==> src/rtl/midi_pkg.sv <==
// Shared types, constants and byte helpers for the MIDI message parser.
package midi_pkg;

  typedef enum logic [1:0] {
    S_IDLE,
    S_D1,
    S_D2,
    S_SYSEX
  } state_e;

  typedef struct packed {
    logic [7:0] status;
    logic [7:0] data1;
    logic [7:0] data2;
    logic [1:0] len;
  } msg_t;

  localparam logic [7:0] ST_SYSEX = 8'hF0;
  localparam logic [7:0] ST_EOX   = 8'hF7;
  localparam logic [7:0] ST_TUNE  = 8'hF6;

  function automatic logic is_status(input logic [7:0] b);
    return b[7];
  endfunction

  // Data bytes and undefined/realtime codes report zero length.
  function automatic logic [1:0] data_len(input logic [7:0] st);
    logic [1:0] n;
    unique case (st[7:4])
      4'h8, 4'h9, 4'hA, 4'hB, 4'hE: n = 2'd2;
      4'hC, 4'hD: n = 2'd1;
      4'hF: begin
        unique case (st[3:0])
          4'h2: n = 2'd2;
          4'h1, 4'h3: n = 2'd1;
          default: n = 2'd0;
        endcase
      end
      default: n = 2'd0;
    endcase
    return n;
  endfunction

endpackage

==> src/rtl/midi_msg_parser_if.sv <==
// FIFO-side and message-side signals of the MIDI message parser.
interface midi_msg_parser_if #(
  parameter int unsigned ERR_CNT_W = 8
);
  logic                 fifo_empty;
  logic                 fifo_rd_en;
  logic [7:0]           fifo_dout;
  logic                 msg_valid;
  logic                 msg_ready;
  logic [7:0]           msg_status;
  logic [7:0]           msg_data1;
  logic [7:0]           msg_data2;
  logic [1:0]           msg_len;
  logic                 sysex_active;
  logic [ERR_CNT_W-1:0] err_count;

  modport master (
    input  fifo_empty, fifo_dout, msg_ready,
    output fifo_rd_en, msg_valid, msg_status,
    output msg_data1, msg_data2, msg_len,
    output sysex_active, err_count
  );

  modport slave (
    output fifo_empty, fifo_dout, msg_ready,
    input  fifo_rd_en, msg_valid, msg_status,
    input  msg_data1, msg_data2, msg_len,
    input  sysex_active, err_count
  );
endinterface

==> src/rtl/midi_byte_classifier.sv <==
// Combinational decode of one MIDI byte into its protocol class.
module midi_byte_classifier
  import midi_pkg::*;
(
  input  logic [7:0] b_i,
  output logic       is_status_o,
  output logic       is_realtime_o,
  output logic       is_undef_o,
  output logic [1:0] data_len_o
);
  assign is_status_o   = is_status(b_i);
  assign is_realtime_o = (b_i[7:3] == 5'b11111);
  assign is_undef_o    = (b_i == 8'hF4) || (b_i == 8'hF5);
  assign data_len_o    = data_len(b_i);
endmodule

==> src/rtl/midi_msg_parser.sv <==
// Pops MIDI bytes from the data FIFO and assembles complete messages
// with running status, one message at a time on a valid/ready bus.
module midi_msg_parser
  import midi_pkg::*;
#(
  parameter int unsigned RUNNING_STATUS_EN = 1,
  parameter int unsigned ERR_CNT_W = 8
) (
  input  logic clk,
  input  logic rst,
  midi_msg_parser_if.master bus
);
  state_e state_q, state_d;
  logic byte_vld_q;
  logic rd_en;
  logic rs_en;
  logic [7:0] b;
  logic b_status, b_rt, b_undef;
  logic [1:0] b_len;
  logic [7:0] status_q, status_d;
  logic [1:0] len_q, len_d;
  logic [7:0] data1_q, data1_d;
  logic [7:0] run_q, run_d;
  logic run_vld_q, run_vld_d;
  logic sysex_q, sysex_d;
  logic msg_valid_q, msg_valid_d;
  msg_t msg_q, msg_d;
  logic emit;
  logic [1:0] err_inc;
  logic [ERR_CNT_W-1:0] err_q, err_d;
  logic [ERR_CNT_W:0] err_sum;

  assign rs_en = (RUNNING_STATUS_EN != 0);
  assign b = bus.fifo_dout;

  // Pop only into a free (or freeing) slot, never back-to-back.
  assign rd_en = !rst && !bus.fifo_empty && !byte_vld_q
              && (!msg_valid_q || bus.msg_ready);

  midi_byte_classifier u_cls (
    .b_i          (b),
    .is_status_o  (b_status),
    .is_realtime_o(b_rt),
    .is_undef_o   (b_undef),
    .data_len_o   (b_len)
  );

  always_comb begin
    state_d     = state_q;
    status_d    = status_q;
    len_d       = len_q;
    data1_d     = data1_q;
    run_d       = run_q;
    run_vld_d   = run_vld_q;
    sysex_d     = sysex_q;
    msg_valid_d = msg_valid_q;
    msg_d       = msg_q;
    emit        = 1'b0;
    err_inc     = 2'd0;
    if (msg_valid_q && bus.msg_ready) begin
      msg_valid_d = 1'b0;
    end
    if (byte_vld_q && !b_rt) begin
      if (b_status) begin
        if ((state_q == S_D1 || state_q == S_D2) && b != ST_EOX) begin
          err_inc = err_inc + 2'd1;
        end
        state_d   = S_IDLE;
        sysex_d   = 1'b0;
        run_vld_d = 1'b0;
        if (b == ST_SYSEX) begin
          state_d = S_SYSEX;
          sysex_d = 1'b1;
        end else if (b == ST_EOX) begin
          if (state_q != S_SYSEX) begin
            err_inc = err_inc + 2'd1;
          end
        end else if (b_undef) begin
          err_inc = err_inc + 2'd1;
        end else if (b == ST_TUNE) begin
          emit         = 1'b1;
          msg_d.status = b;
          msg_d.data1  = 8'h00;
          msg_d.data2  = 8'h00;
          msg_d.len    = 2'd0;
        end else begin
          status_d = b;
          len_d    = b_len;
          state_d  = S_D1;
          if (b[7:4] != 4'hF) begin
            run_d     = b;
            run_vld_d = 1'b1;
          end
        end
      end else begin
        unique case (state_q)
          S_IDLE: begin
            if (rs_en && run_vld_q) begin
              status_d = run_q;
              len_d    = data_len(run_q);
              if (data_len(run_q) == 2'd1) begin
                emit         = 1'b1;
                msg_d.status = run_q;
                msg_d.data1  = b;
                msg_d.data2  = 8'h00;
                msg_d.len    = 2'd1;
              end else begin
                data1_d = b;
                state_d = S_D2;
              end
            end else begin
              err_inc = 2'd1;
            end
          end
          S_D1: begin
            if (len_q == 2'd1) begin
              emit         = 1'b1;
              msg_d.status = status_q;
              msg_d.data1  = b;
              msg_d.data2  = 8'h00;
              msg_d.len    = 2'd1;
              state_d      = S_IDLE;
            end else begin
              data1_d = b;
              state_d = S_D2;
            end
          end
          S_D2: begin
            emit         = 1'b1;
            msg_d.status = status_q;
            msg_d.data1  = data1_q;
            msg_d.data2  = b;
            msg_d.len    = 2'd2;
            state_d      = S_IDLE;
          end
          S_SYSEX: ;
        endcase
      end
    end
    if (emit) begin
      msg_valid_d = 1'b1;
      if (msg_d.status[7:4] != 4'hF) begin
        run_d     = msg_d.status;
        run_vld_d = 1'b1;
      end
    end
    err_sum = {1'b0, err_q} + {{(ERR_CNT_W-1){1'b0}}, err_inc};
    err_d   = err_sum[ERR_CNT_W] ? '1 : err_sum[ERR_CNT_W-1:0];
  end

  always_ff @(posedge clk) begin
    if (rst) begin
      state_q     <= S_IDLE;
      byte_vld_q  <= 1'b0;
      status_q    <= 8'h00;
      len_q       <= 2'd0;
      data1_q     <= 8'h00;
      run_q       <= 8'h00;
      run_vld_q   <= 1'b0;
      sysex_q     <= 1'b0;
      msg_valid_q <= 1'b0;
      msg_q       <= '0;
      err_q       <= '0;
    end else begin
      state_q     <= state_d;
      byte_vld_q  <= rd_en;
      status_q    <= status_d;
      len_q       <= len_d;
      data1_q     <= data1_d;
      run_q       <= run_d;
      run_vld_q   <= run_vld_d;
      sysex_q     <= sysex_d;
      msg_valid_q <= msg_valid_d;
      msg_q       <= msg_d;
      err_q       <= err_d;
    end
  end

  assign bus.fifo_rd_en   = rd_en;
  assign bus.msg_valid    = msg_valid_q;
  assign bus.msg_status   = msg_q.status;
  assign bus.msg_data1    = msg_q.data1;
  assign bus.msg_data2    = msg_q.data2;
  assign bus.msg_len      = msg_q.len;
  assign bus.sysex_active = sysex_q;
  assign bus.err_count    = err_q;
endmodule

==> src/flat_wrapper.sv <==
// flat-port wrapper written by rule: the top's interface ports become plain ports
module midi_msg_parser_flat import midi_pkg::*;
#(
  parameter int unsigned RUNNING_STATUS_EN = 1,
  parameter int unsigned ERR_CNT_W = 8
)
  (clk, rst, bus_fifo_empty, bus_fifo_dout, bus_msg_ready, bus_fifo_rd_en, bus_msg_valid, bus_msg_status, bus_msg_data1, bus_msg_data2, bus_msg_len, bus_sysex_active, bus_err_count);
  midi_msg_parser_if #(.ERR_CNT_W(ERR_CNT_W)) bus_i ();
  input  logic clk;
  input  logic rst;
  input wire logic [$bits(bus_i.fifo_empty)-1:0] bus_fifo_empty;
  input wire logic [$bits(bus_i.fifo_dout)-1:0] bus_fifo_dout;
  input wire logic [$bits(bus_i.msg_ready)-1:0] bus_msg_ready;
  output wire logic [$bits(bus_i.fifo_rd_en)-1:0] bus_fifo_rd_en;
  output wire logic [$bits(bus_i.msg_valid)-1:0] bus_msg_valid;
  output wire logic [$bits(bus_i.msg_status)-1:0] bus_msg_status;
  output wire logic [$bits(bus_i.msg_data1)-1:0] bus_msg_data1;
  output wire logic [$bits(bus_i.msg_data2)-1:0] bus_msg_data2;
  output wire logic [$bits(bus_i.msg_len)-1:0] bus_msg_len;
  output wire logic [$bits(bus_i.sysex_active)-1:0] bus_sysex_active;
  output wire logic [$bits(bus_i.err_count)-1:0] bus_err_count;
  assign bus_i.fifo_empty = bus_fifo_empty;
  assign bus_i.fifo_dout = bus_fifo_dout;
  assign bus_i.msg_ready = bus_msg_ready;
  assign bus_fifo_rd_en = bus_i.fifo_rd_en;
  assign bus_msg_valid = bus_i.msg_valid;
  assign bus_msg_status = bus_i.msg_status;
  assign bus_msg_data1 = bus_i.msg_data1;
  assign bus_msg_data2 = bus_i.msg_data2;
  assign bus_msg_len = bus_i.msg_len;
  assign bus_sysex_active = bus_i.sysex_active;
  assign bus_err_count = bus_i.err_count;
  midi_msg_parser #(.RUNNING_STATUS_EN(RUNNING_STATUS_EN), .ERR_CNT_W(ERR_CNT_W)) u_core (.clk(clk), .rst(rst), .bus(bus_i));
endmodule
==> config.mk <==
export PLATFORM = sky130hd
export DESIGN_NAME = midi_msg_parser_flat
export DESIGN_NICKNAME = d
export VERILOG_FILES = /design/src/rtl/midi_pkg.sv /design/src/rtl/midi_msg_parser_if.sv /design/src/rtl/midi_byte_classifier.sv /design/src/rtl/midi_msg_parser.sv /design/src/flat_wrapper.sv
export SDC_FILE = /design/constraint.sdc
export NUM_CORES = 1
export LEC_CHECK = 0
export BUFFER_PORTS_ARGS = -buffer_cell sky130_fd_sc_hd__buf_2
export CAP_MARGIN = 30
export CELL_PAD_IN_SITES_DETAIL_PLACEMENT = 2
export CELL_PAD_IN_SITES_GLOBAL_PLACEMENT = 2
export CORE_ASPECT_RATIO = 0.6
export CORE_MARGIN = 4
export CORE_UTILIZATION = 36
export DETAILED_ROUTE_END_ITERATION = 8
export PLACE_DENSITY = 0.92
export SETUP_SLACK_MARGIN = 0.02
export SLEW_MARGIN = 20
export SYNTH_ARGS = -nofsm -noshare
export SYNTH_HDL_FRONTEND = slang
export SYNTH_SLANG_ARGS = --single-unit
==> constraint.sdc <==
create_clock -name clk -period 8.1 [get_ports clk]
set_input_delay 0.405 -clock clk [delete_from_list [all_inputs] [get_ports clk]]
set_output_delay 0.405 -clock clk [all_outputs]
set_load 0.05 [all_outputs]
Word level (Yosys, flattened, before mapping)
Cells that the tools add are included.
{"block": "word_totals", "regBits": 66, "out_inout_bits": 37, "word_cells": 182, "inputBits": 12}
{"block": "classes", "reduce_logical": 31, "n_eq_ne": 48, "bitwise": 1, "muxes": 86, "addsub": 2}
{"op": "$mux W26", "count": 9}
{"op": "$mux W8", "count": 20}
{"op": "$pmux W26 S3", "count": 1}
{"op": "$eq A4 B4 Y1 const B", "count": 16}
{"op": "$mux W2", "count": 25}
{"op": "$eq A8 B8 Y1 const B", "count": 5}
{"op": "$mux W1", "count": 24}
{"op": "$pmux W2 S3", "count": 3}
{"op": "$eq A4 B2 Y1 const B", "count": 4}
{"op": "$pmux W8 S2", "count": 1}
{"op": "$ne A2 B2 Y1 const B", "count": 7}
{"op": "$reduce_or A5 Y1", "count": 2}
{"op": "$add A8 B2 Y9", "count": 1}
{"op": "$reduce_and A9 Y1", "count": 1}
{"op": "$eq A4 B1 Y1 const B", "count": 2}
{"op": "$ne A4 B4 Y1 const B", "count": 2}
{"op": "$ne A8 B8 Y1 const B", "count": 1}
{"op": "$pmux W2 S2", "count": 2}
{"op": "$reduce_bool A2 Y1", "count": 4}
{"op": "$reduce_or A2 Y1", "count": 4}
{"op": "$reduce_and A7 Y1", "count": 1}
{"op": "$eq A2 B1 Y1 const B", "count": 3}
{"op": "$logic_and A1 B1 Y1", "count": 6}
{"op": "$ne A3 B2 Y1 const B", "count": 2}
{"op": "other kinds (14)", "count": 22}

Logic depth before layout (Yosys ltp)
Gate-level depths: netlist of the first run.
{"block": "depth", "word_depth": 17, "mapped_depth": 17}

Modules after synthesis
From an unflattened synthesis of the first run, not the netlist that was laid out.
{"block": "hier_totals", "cells_unflattened": 410, "area_unflattened_um2": 3567.2}
{"module": "midi_msg_parser", "cells_each": 398, "seq_area_each_um2": 1321.3, "instances": 1, "area_per_inst_um2": 3477.1}
{"module": "midi_byte_classifier", "cells_each": 12, "seq_area_each_um2": 0.0, "instances": 1, "area_per_inst_um2": 90.1}

Worst setup path after synthesis of the first run
No wires, ideal clock.
{"block": "synth_timing", "path_type": "input-to-reg", "from": "in bus_fifo_dout[2]", "to": "reg u_core.err_q[0] (netlist: u_core.bus.err_count[0])", "cell_stages": 17, "t_required_ps": 8028, "arrival_ps": 3146, "slack_ps": 4882, "path_cell_list": "clkbuf_1 > inv_1 > nor3_1 > and3_1 > nor2b_1 > ha_1 > mux2i_1 > o21ai_0 > a21oi_1 > nor2_1 > ha_1 > inv_1 > fa_1 > nand2b_1 > nor2_1 > nand3_1 > a21oi_1"}
{"block": "synth_via", "elab_chain_len": 13, "word_cells_on_any_way": 19, "cone_classes": "2 x add/sub; 5 x eq/ne; 10 x mux; 2 x reduce/logical"}
{"item": "start: declaration", "line_no": "flat_wrapper.sv:12", "rtl": "input wire logic [$bits(bus_i.fifo_dout)-1:0] bus_fifo_dout;"}
{"item": "$ne A8 B8 Y1", "line_no": "midi_msg_parser.sv:65", "rtl": "if ((state_q == S_D1 || state_q == S_D2) && b != ST_EOX) begin"}
{"item": "$logic_and A1 B1 Y1", "line_no": "midi_msg_parser.sv:65"}
{"item": "$mux W1", "line_no": "midi_msg_parser.sv:65"}
{"item": "$mux W2", "line_no": "midi_msg_parser.sv:64", "rtl": "if (b_status) begin"}
{"item": "$mux W2", "line_no": "midi_msg_parser.sv:63", "rtl": "if (byte_vld_q && !b_rt) begin"}
{"item": "$add A2 B1 Y2", "line_no": "midi_msg_parser.sv:76, midi_msg_parser.sv:79"}
{"item": "$mux W2 (on tied branches)", "line_no": "midi_msg_parser.sv:78, midi_msg_parser.sv:75"}
{"item": "$mux W2", "line_no": "midi_msg_parser.sv:74", "rtl": "end else if (b == ST_EOX) begin"}
{"item": "$mux W2 *", "line_no": "midi_msg_parser.sv:71", "rtl": "if (b == ST_SYSEX) begin"}
{"item": "$mux W2 *", "line_no": "midi_msg_parser.sv:64"}
{"item": "$mux W2 *", "line_no": "midi_msg_parser.sv:63"}
{"item": "$add A8 B2 Y9 *", "line_no": "midi_msg_parser.sv:147", "rtl": "err_sum = {1'b0, err_q} + {{(ERR_CNT_W-1){1'b0}}, err_inc};"}
{"item": "$mux W8 *", "line_no": "midi_msg_parser.sv:148", "rtl": "err_d = err_sum[ERR_CNT_W] ? '1 : err_sum[ERR_CNT_W-1:0];"}
{"item": "end signal: assignment", "line_no": "midi_msg_parser.sv:175", "rtl": "err_q <= err_d;"}
{"item": "end: declaration", "line_no": "midi_msg_parser.sv:30", "rtl": "logic [ERR_CNT_W-1:0] err_q, err_d;"}
Mark *: on every way between the ends. The rest lies on a longest branch, timed or not. The select of a mux whose other input is x is not followed.
A chain may end at the register's enable or synchronous reset.

Worst setup path after layout of the first run
{"block": "layout_timing", "from": "in bus_fifo_dout[7]", "to": "reg u_core.err_q[4] (netlist: u_core.bus.err_count[4])"}
{"block": "layout_via", "elab_chain_len": 13, "word_cells_on_any_way": 22, "cone_classes": "2 x add/sub; 6 x eq/ne; 10 x mux; 4 x reduce/logical"}
{"item": "$ne A8 B8 Y1", "line_no": "midi_msg_parser.sv:65"}
{"item": "$logic_and A1 B1 Y1", "line_no": "midi_msg_parser.sv:65"}
{"item": "$mux W1", "line_no": "midi_msg_parser.sv:65"}
{"item": "$mux W2", "line_no": "midi_msg_parser.sv:64"}
{"item": "$mux W2", "line_no": "midi_msg_parser.sv:63"}
{"item": "$add A2 B1 Y2", "line_no": "midi_msg_parser.sv:76, midi_msg_parser.sv:79"}
{"item": "$mux W2 (on tied branches)", "line_no": "midi_msg_parser.sv:78, midi_msg_parser.sv:75"}
{"item": "$mux W2", "line_no": "midi_msg_parser.sv:74"}
{"item": "$mux W2", "line_no": "midi_msg_parser.sv:71"}
{"item": "$mux W2", "line_no": "midi_msg_parser.sv:64"}
{"item": "$mux W2 *", "line_no": "midi_msg_parser.sv:63"}
{"item": "$add A8 B2 Y9 *", "line_no": "midi_msg_parser.sv:147"}
{"item": "$mux W8 *", "line_no": "midi_msg_parser.sv:148"}
Marked as above.

==> impl_metrics.csv, run 1 <==
group,metric,value,unit
outcome,status,"finished clean",
setup_path,critical_path_peak_fanout,34,
cts,cts.path.max_buffers,2,
floorplanning,coreArea,8750,sq um
finish,drive_above_1_share,17.2,%
global_routing,gr-total-overflow,0,
route,vias_per_cell,5.97,
min_path,timing.hold.worst_path_depth,2,
setup_path,critical_path_cell_count,17,
run,max-cap-violations,0,
finish,multiInputGateArea,1880,sq um
setup_path,cp_slowest_stage_delay,580,ps
power,p_per_area,210,nW/um^2
timing,setup_viol_count_final,0,
cts,cts_sinks,63,
place,buffer_ports.inserted,46,
floorplanning,io-pin-count,49,
finish,filler_instances,998,
floorplanning,start_util,38.1,%
place,placement.setup.worst_slack,3800,ps
finish,regArea,1260,sq um
synthesis,synth_common_cells,"87 x nor2_1, 63 x dfxtp_1, 44 x a21oi_1, 26 x nand2_1, 21 x clkbuf_1",
synthesis,post_synth_design_cell_area,3340,sq um
timing,final.period_utilization,51.5,%
route,post_drt_wl_per_cell,22.6,microns
finish,final_nets,470,
synthesis,post_synth.cell_area_avg,8.00,sq um
cts,post_cts_resized,0,
setup_path,worst-path-buf-inv,2,
route,drt-pass1-iter-count,7,
synthesis,leading_cell_types_by_total_area_after_synthesis,"dfxtp_1 38%, nor2_1 9.8%, a21oi_1 6.6%",
power,max-vdd-ir-drop,102,uV
cts,clkLatencyLatePin,340,ps
route,route.antenna.remaining_nets,0,
timing,final.min_clock_period,4170,ps
route,post-route-drc-count,0,
setup_path,r2r.worst_path.cells,14,
timing,drv_slew,0,
setup_path,worstSetupPathType,"input pin to flop",
timing,timing_hold_violations_final,0,
timing,fin_ws,3930,ps
timing,rsz_0062_raised_after_global_routing,"no",
synthesis,synth_ff_type,"dfxtp_1",
cts,cts_tree,"built",
synthesis,sequential_to_total_area_share_from_yosys_stat,37.8,%
synthesis,netlist_instances,417,
finish,antenna_cells,0,
cts,cts-root-buf,"clkbuf_16",
cts,postCtsSetupBuffers,0,
setup_path,cp-end-kind,"flop",
timing,totalNegativeSetupSlack,0,ps
finish,area_delta_synth_final,17.1,%
route,drtIter0Drc,288,
synthesis,post-synth-top-area-cell,"dfxtp_1",
global_routing,grt_max_degree,65,
cts,h_tree_depth,3,
floorplanning,dieHeight,82.6,microns
global_routing,grt_antenna_before_repair,0,
synthesis,ys_warn_count,0,
cts,cts.hold.buffers_added,0,
place,place_congestion,0.845,
setup_path,critPathArrivalTime,4420,ps
synthesis,synth_top_area_share,37.8,%
setup_path,setup.worst_path.start_class,"input pin",
floorplanning,fp.dieArea,10900,sq um
timing,maxSlewHeadroom,41.3,%
setup_path,critical_path.cell_chain,"buf_2 > nand4_1 > nor3_1 > and3_1 > nor2b_1 > ha_1 > mux2i_1 > o21ai_0 > a21oi_1 > nor2_1 > ha_1 > inv_1 > fa_1 > nand2b_1 > nor2_1 > nand3_1 > a21oi_1",
global_routing,global_route.usage.total,24.4,%
floorplanning,fp.dieW,132,microns
floorplanning,core.rowCount,26,
cts,number_of_buffers_inserted_during_clock_tree_synthesis,9,
synthesis,dominant_cell_by_count_in_the_synthesized_netlist,"nor2_1",
power,cellLeakagePower,0.00161,uW
min_path,min-delay-path-class,"input pin to flop",
global_routing,global_route_wire_length_before_repair,20400,microns
setup_path,critPathTopFamily,"simple AND/OR/NAND/NOR gates",
global_routing,vias_in_the_first_global_route,3629,
setup_path,required,8350,ps
cts,clock_slew_at_reported_path_ffs,50,ps
timing,clock.fmax,0.240,GHz
route,routed-via-count,3378,
place,dp_hpwl,8790,microns
timing,worst_skew,3.68,ps
synthesis,synth_enable_flop_cells,0,
timing,tightestPinTransition,878,ps
synthesis,ys_seq_elements,63,
synthesis,synth_async_sr_flop_share,0,%
setup_path,critPathSlowestCell,"buf_2",
synthesis,synth_cell_types,63,
route,totalWireLength,12800,microns
## sequential cells by signal, indices dropped and copies added (netlist names)
signal	flops
u_core.bus.err_count	8
u_core.byte_vld_q	1
u_core.bus.msg_data2	7
u_core.bus.msg_data1	7
u_core.status_q	8
u_core.state_q	2
u_core.data1_q	7
u_core.run_vld_q	1
u_core.bus.msg_valid	1
u_core.len_q	2
u_core.bus.msg_status	8
u_core.run_q	8
u_core.bus.msg_len	2
u_core.bus.sysex_active	1
## metal layers
metal / vias to the layer above / GRT usage, % / part of all wire [%]
li1: 1546 / - / -
met5: - / 0 / 0
met4: 0 / 8.30 / 2.0
met3: 22 / 5.51 / 5.4
met1: 1721 / 29.6 / 43
met2: 89 / 43.7 / 49
## kinds of logic after synthesis
family	after synthesis	share of synthesized area, %
other	1	0.112
XOR/XNOR	4	1.05
multiplexers	23	7.13
buffers and inverters	46	5.89
adder cells (fa/ha/maj)	9	3.60
AND/OR/NAND/NOR	168	23.3
AO/OA/AOI/OAI	103	21.1
flip-flops	63	37.8
## metrics by stage
| step | cells | hold slack [ps] | utilization (%) | area (sq um) | total power (uW) |
|---|---|---|---|---|---|
| finish | 566 | 272 | 44.6 | 3910 | 821 |
| global route | 566 | 254 | 44.6 | 3910 | 854 |
| CTS | 565 | 260 | 44.6 | 3900 | 829 |
| detailed placement | 549 | 469 | 41.1 | 3590 | 416 |
| global placement | 548 | 443 | 41.0 | 3590 | 410 |
| floorplan | 418 | 453 | - | 3340 | 391 |
## worst paths after layout
| check | slack, ps | end | startpoint |
|---|---|---|---|
| worst min-delay path | 270 | u_core.byte_vld_q | bus_fifo_empty |
| worst min register to register | 460 | u_core.bus.sysex_active | u_core.bus.sysex_active |
| worst max register to register | 4650 | u_core.bus.err_count[4] | u_core.state_q[0] |
| worst max-delay path | 3930 | u_core.bus.err_count[4] | bus_fifo_dout[7] |
## layout make-up
cell class                 instances  area share (%)
timing repair buffer              50            6.54
sequential                        63            32.3
tap                              112            3.59
clock inverter                     4            1.79
inverter                          16            1.54
clock buffer                      12            6.06
multi-input combinational        309            48.2
## power breakdown
group          switching (uW)  internal [uW]
clock network             140            268
registers                9.39            317
logic                    62.4           24.1
total                     212            610
## cell usage in the layout, fill, tap and decap left out, types with 4 or more instances in the layout
cell type	synthesis	layout
nand4_1	4	4
nor2b_1	7	7
a221oi_1	4	4
o21a_1	4	4
nand2b_1	4	4
buf_2	4	48
a32oi_1	4	4
a21oi_1	44	44
dfxtp_1	63	63
mux2i_1	17	17
nor2_1	87	87
o21ai_0	9	9
nand3_1	9	9
inv_1	16	16
ha_1	8	8
nand2_1	26	26
clkbuf_16	0	9
nor3_1	12	12
mux2_2	5	5
a222oi_1	7	7
nor4_1	4	4
No activity file was read; power rests on OpenSTA's default activity.
==> run 2, diff against run 1 <==
- CORE_UTILIZATION: 36 -> 33
- PLACE_DENSITY: 0.92 -> 0.86
- clock period: 8.1 -> 4.37 ns (I/O delays scaled with it)
==> impl_metrics.csv, run 2 (synthesis results as in run 1) <==
group,metric,value,unit
outcome,status,"finished clean",
min_path,min-delay-path-class,"input pin to flop",
power,clock_power_share,51.4,%
min_path,hold_path_startpoint,"bus_fifo_empty",
cts,number_of_buffers_inserted_during_clock_tree_synthesis,9,
route,vias_per_cell,5.64,
timing,setup_viol_count_final,0,
floorplanning,fp.dieW,138,microns
setup_path,reg2reg_from,"u_core.state_q[1]",
timing,clock.fmax,0.287,GHz
setup_path,setup.worst_path.start_class,"input pin",
timing,tightestPinTransition,858,ps
setup_path,critical_path.reg2reg.endpoint,"u_core.bus.err_count[0]",
power,p_per_area,396,nW/um^2
place,placement.setup.worst_slack,782,ps
timing,final.period_utilization,79.7,%
route,drt-pass1-iter-count,5,
timing,maxSlewHeadroom,42.7,%
route,post_drt_wl_per_cell,20.8,microns
global_routing,vias_in_the_first_global_route,3614,
setup_path,cp-end-kind,"flop",
floorplanning,dieHeight,85.9,microns
setup_path,required,4630,ps
route,totalWireLength,12300,microns
setup_path,worstSetupStartpoint,"bus_fifo_dout[4]",
route,routed-via-count,3320,
finish,most_frequent_cells_in_the_layout,"87 x nor2_1, 63 x dfxtp_1, 47 x buf_2",
cts,postCtsSetupBuffers,0,
route,route.antenna.remaining_nets,0,
timing,drv_slew,0,
cts,clock_slew_at_reported_path_ffs,50,ps
timing,fin_ws,888,ps
timing,totalNegativeSetupSlack,0,ps
power,cellLeakagePower,0.00163,uW
setup_path,cp_slowest_stage_delay,410,ps
power,max-vdd-ir-drop,188,uV
power,power.share.switching,25.2,%
power,combinationalPowerShare,10.0,%
timing,final.min_clock_period,3480,ps
timing,timing_hold_violations_final,0,
global_routing,global_route_wire_length_before_repair,19800,microns
setup_path,r2r_setup_slk,980,ps
place,place_congestion,0.812,
power,power.net_switching,395,uW
route,drtIter0Drc,170,
global_routing,grt_antenna_before_repair,0,
cts,post_cts_resized,0,
cts,cts_sinks,63,
finish,instances_no_fill,589,
setup_path,r2r.worst_path.cells,15,
cts,cts.path.max_buffers,2,
global_routing,global_route.usage.total,21.9,%
setup_path,worstSetupPathType,"input pin to flop",
finish,antenna_cells,0,
timing,rsz_0062_raised_after_global_routing,"no",
setup_path,critPathArrivalTime,3740,ps
route,post-route-drc-count,0,
setup_path,critical_path_peak_fanout,10,
setup_path,critical_path.cell_chain,"buf_2 > nand4_1 > nor3_1 > and3_1 > nor2b_1 > ha_1 > mux2i_1 > o21ai_0 > a21oi_1 > nor2_1 > ha_1 > inv_1 > fa_1 > nand2b_1 > nor2_1 > nand3_1 > a21oi_1",
floorplanning,io-pin-count,49,
place,dpl.cell_count,574,
finish,drive_above_1_share,17.8,%
finish,area_delta_synth_final,19.0,%
power,power.internal,1180,uW
global_routing,gr-total-overflow,0,
floorplanning,core.rowCount,28,
finish,layout_commonest_cell,"nor2_1",
cts,cts-root-buf,"clkbuf_16",
timing,worst_skew,7.89,ps
power,seqPwrFrac,38.5,%
cts,h_tree_depth,3,
cts,cts.hold.buffers_added,0,
cts,clkLatencyLatePin,340,ps
floorplanning,start_util,33.9,%
run,max-cap-violations,0,
place,dp_hpwl,8570,microns
cts,cts_tree,"built",
floorplanning,coreArea,9840,sq um
setup_path,setup.worst_path.end,"u_core.bus.err_count[0]",
finish,filler_instances,1096,
place,buffer_ports.inserted,46,
global_routing,grt_max_degree,35,
finish,fin_util,40.3,%
floorplanning,fp.dieArea,11800,sq um
setup_path,critPathSlowestCell,"fa_1",
finish,final_nets,471,
[run 2: cell type report]
class                           instances  area (sq um)  share of cell area (%)
Inverter                               16          60.1                    1.51
Sequential cell                        63          1260                    31.8
Clock inverter                          3          65.1                    1.64
Tap cell                              135           169                    4.26
Multi-Input combinational cell        309          1880                    47.4
Clock buffer                           12           267                    6.72
Timing Repair Buffer                   51           265                    6.68
[run 2: critical path, delay by kind of cell]
family,cells,cell delay [ps]
adder cells (fa/ha/maj),3,890
AND/OR/NAND/NOR,8,1740
buffers and inverters,2,280
multiplexers,1,60
AO/OA/AOI/OAI,3,530
[run 2: power by group through the flow]
stage	clock (uW)	sequential (uW)	combinational (uW)
after CTS	818	605	157
after global placement	0	615	148
after floorplan	0	622	103
after global routing	843	607	173
after detailed placement	0	616	155
final	807	605	158
[run 2: worst min path at each step]
stage,endpoint,cells past startpoint
3_5_place_dp,u_core.byte_vld_q,2
2_1_floorplan,u_core.byte_vld_q,1
3_3_place_gp,u_core.byte_vld_q,2
4_1_cts,u_core.byte_vld_q,2
5_1_grt,u_core.byte_vld_q,2
6_report,u_core.byte_vld_q,2
[run 2: routing by layer]
layer	global-route usage (%)	part of all wire (%)	vias up	routed length, microns
met3	4.63	4.2	13	512
met5	0	0	-	0
met1	29.1	46	1693	5670
met4	5.65	1.2	0	149
li1	-	-	1536	-
met2	36.2	48	78	5920
[run 2: metrics by stage]
step                      total power [uW]  area (sq um)  hold slack [ps]
after global routing                  1620          3970             91.1
after floorplan                        725          3340              297
after CTS                             1580          3970             87.1
after detailed placement               771          3640              437
final                                 1570          3970             96.5
after global placement                 763          3630              406
==> run 3, diff against run 2 <==
- ABC_AREA: unset -> 1
- CORE_UTILIZATION: 33 -> 29
- PLACE_DENSITY: 0.86 -> 0.83
- clock period: 4.37 -> 2.8 ns (I/O delays scaled with it)
==> impl_metrics.csv, run 3 <==
group,metric,value,unit
outcome,status,"finished with violations",
outcome,violations,"setup timing",
timing,final.min_clock_period,2880,ps
timing,setup_viol_count_final,6,
floorplanning,dieHeight,92.8,microns
timing,tightestPinTransition,854,ps
min_path,min-delay-path-class,"input pin to flop",
timing,worst_skew,6.08,ps
cts,cts-root-buf,"clkbuf_16",
synthesis,synth_enable_flop_cells,0,
finish,most_frequent_cells_in_the_layout,"78 x nand2_1, 63 x inv_1, 61 x dfxtp_1",
floorplanning,fp.dieW,149,microns
place,place_congestion,0.854,
power,clock_power_share,45.7,%
global_routing,vias_in_the_first_global_route,4156,
route,drtIter0Drc,281,
cts,clkLatencyLatePin,340,ps
synthesis,ys_warn_count,0,
route,post_drt_wl_per_cell,22.2,microns
synthesis,post_synth_design_cell_area,3470,sq um
place,placement.setup.worst_slack,-268,ps
synthesis,dominant_cell_by_count_in_the_synthesized_netlist,"nand2_1",
synthesis,synth_cell_types,46,
global_routing,grt_max_degree,44,
finish,drive_above_1_share,26.0,%
route,drt-pass1-iter-count,5,
timing,maxSlewHeadroom,42.7,%
finish,layout_commonest_cell,"nand2_1",
setup_path,critPathArrivalTime,3160,ps
run,max-cap-violations,0,
timing,clock.fmax,0.348,GHz
timing,timing_hold_violations_final,0,
power,seqPwrFrac,37.8,%
cts,cts_sinks,63,
place,dpl.cell_count,716,
floorplanning,start_util,30.2,%
setup_path,critical_path_peak_fanout,4,
timing,fin_ws,-75.7,ps
power,combinationalPowerShare,16.6,%
setup_path,worstSetupPathType,"flop to flop",
floorplanning,io-pin-count,49,
global_routing,global_route_wire_length_before_repair,23900,microns
global_routing,global_route.usage.total,22.6,%
synthesis,ys_seq_elements,63,
power,p_per_area,553,nW/um^2
place,dp_hpwl,11000,microns
power,power.internal,1770,uW
cts,h_tree_depth,3,
synthesis,post-synth-top-area-cell,"dfxtp_1",
power,power.share.switching,29.7,%
finish,area_delta_synth_final,31.2,%
power,post-layout-total-power,2520,uW
synthesis,sequential_to_total_area_share_from_yosys_stat,36.3,%
setup_path,cp-end-kind,"flop",
timing,rsz_0062_raised_after_global_routing,"yes",
floorplanning,fp.dieArea,13800,sq um
floorplanning,coreArea,11500,sq um
synthesis,post_synth.cell_area_avg,6.99,sq um
timing,drv_slew,0,
route,routed-via-count,3997,
timing,final.period_utilization,103,%
cts,cts_tree,"built",
synthesis,synth_ff_type,"dfxtp_1",
power,cellLeakagePower,0.00199,uW
global_routing,grt_antenna_before_repair,0,
place,buffer_ports.inserted,46,
power,max-vdd-ir-drop,251,uV
place,detailed_place.area,4110,sq um
global_routing,gr-total-overflow,0,
synthesis,synth_top_area_share,36.3,%
synthesis,netlist_instances,497,
route,totalWireLength,16400,microns
cts,cts.path.max_buffers,2,
floorplanning,core.rowCount,30,
finish,instances_no_fill,741,
cts,clock_slew_at_reported_path_ffs,60,ps
setup_path,required,3080,ps
route,post-route-drc-count,0,
cts,number_of_buffers_inserted_during_clock_tree_synthesis,9,
finish,fin_util,39.7,%
route,route.antenna.remaining_nets,0,
setup_path,setup.worst_path.start_class,"flop",
finish,antenna_cells,0,
finish,finish.instance_area,4550,sq um
power,power.net_switching,748,uW
route,vias_per_cell,5.39,
synthesis,leading_cell_types_by_total_area_after_synthesis,"dfxtp_1 36%, nand2_1 8.5%, inv_1 7.6%",
finish,final_nets,597,
synthesis,synth_async_sr_flop_share,0,%
synthesis,synth_common_cells,"79 x nand2_1, 70 x inv_1, 63 x dfxtp_1, 57 x nor2_1, 44 x a21oi_1",
-- run 3: cell types whose count changed in the layout (fill, tap and decap cells not counted), sizes merged, moves of 16 or more --
cell,delta
nand2,+59
inv,+55
buf,+40
o21ai,+27
nor2,-24
mux2i,-16
nand3,+16
-- run 3: final timing paths --
kind	startpoint	slack, ps	cells after the start	endpoint
min	bus_msg_ready	140	4	u_core.bus.msg_valid
max	u_core.state_q[1]	-80	19	u_core.bus.err_count[5]
min reg2reg	u_core.status_q[6]	460	2	u_core.status_q[6]
max reg2reg	u_core.state_q[1]	-80	19	u_core.bus.err_count[5]
-- run 3: logic make-up (layout without fill, tap and decap cells) --
family | after synthesis | count (layout) | synth area share, %
AO/OA/AOI/OAI | 124 | 124 | 21.0
XOR/XNOR | 3 | 3 | 0.757
adder cells (fa/ha/maj) | 9 | 9 | 3.46
buffers and inverters | 98 | 180 | 11.5
flip-flops | 63 | 63 | 36.3
multiplexers | 1 | 1 | 0.288
other | 1 | 2 | 0.108
AND/OR/NAND/NOR | 198 | 199 | 26.5
-- run 3: per-layer routing --
layer / up-vias / track usage, % / part of all wire [%]
li1: 1799 / - / -
met1: 2032 / 30.7 / 46
met2: 131 / 36.2 / 46
met3: 35 / 4.65 / 5.5
met4: 0 / 6.47 / 2.6
met5: - / 0 / 0
-- run 3: layout make-up --
type | instances | area (sq um)
multi-input combinational | 338 | 1950
timing repair buffer | 92 | 578
tap | 160 | 200
fill | 1364 | 6930
inverter | 72 | 270
clock inverter | 3 | 42.5
sequential | 63 | 1260
clock buffer | 13 | 250
-- run 3: power groups by stage --
stage	clock [uW]	combinational [uW]	sequential, uW
after floorplan	0	197	988
after global routing	1200	447	953
final	1150	417	951
after global placement	0	346	965
after CTS	1160	393	950
after detailed placement	0	368	967
-- run 3: worst max-delay path, cell delays in order (launching register included) --
cell and delay (ps):
dfxtp_2 350, inv_2 60, ha_4 270, inv_2 40
nor2_4 170, ha_4 160, nand2_1 40, a31oi_1 150
o21ai_1 80, a21oi_1 170, ha_2 210, inv_2 40
fa_2 360, nor2_4 130, nand3_4 100, nor2_4 160
inv_2 90, o21ai_2 60, nand2_1 60, inv_1 80
-- run 3: repair_timing --
item | in CTS | in global routing
endpoints found under the setup margin | 8 | 9
pin swaps | 8 | 7
resized for setup | 7 | 10
hold buffers | 1 | 0
hold endpoints to repair | 1 | 0
gates cloned | 0 | 1
buffers inserted | 1 | 6
-- run 3: stage by stage --
stage / TNS [ps] / hold slack (ps)
after floorplan: 0 / 219
after global placement: -32.2 / 329
after detailed placement: -1570 / 346
after CTS: -31.4 / 125
after global routing: -1430 / 167
final: -223 / 142
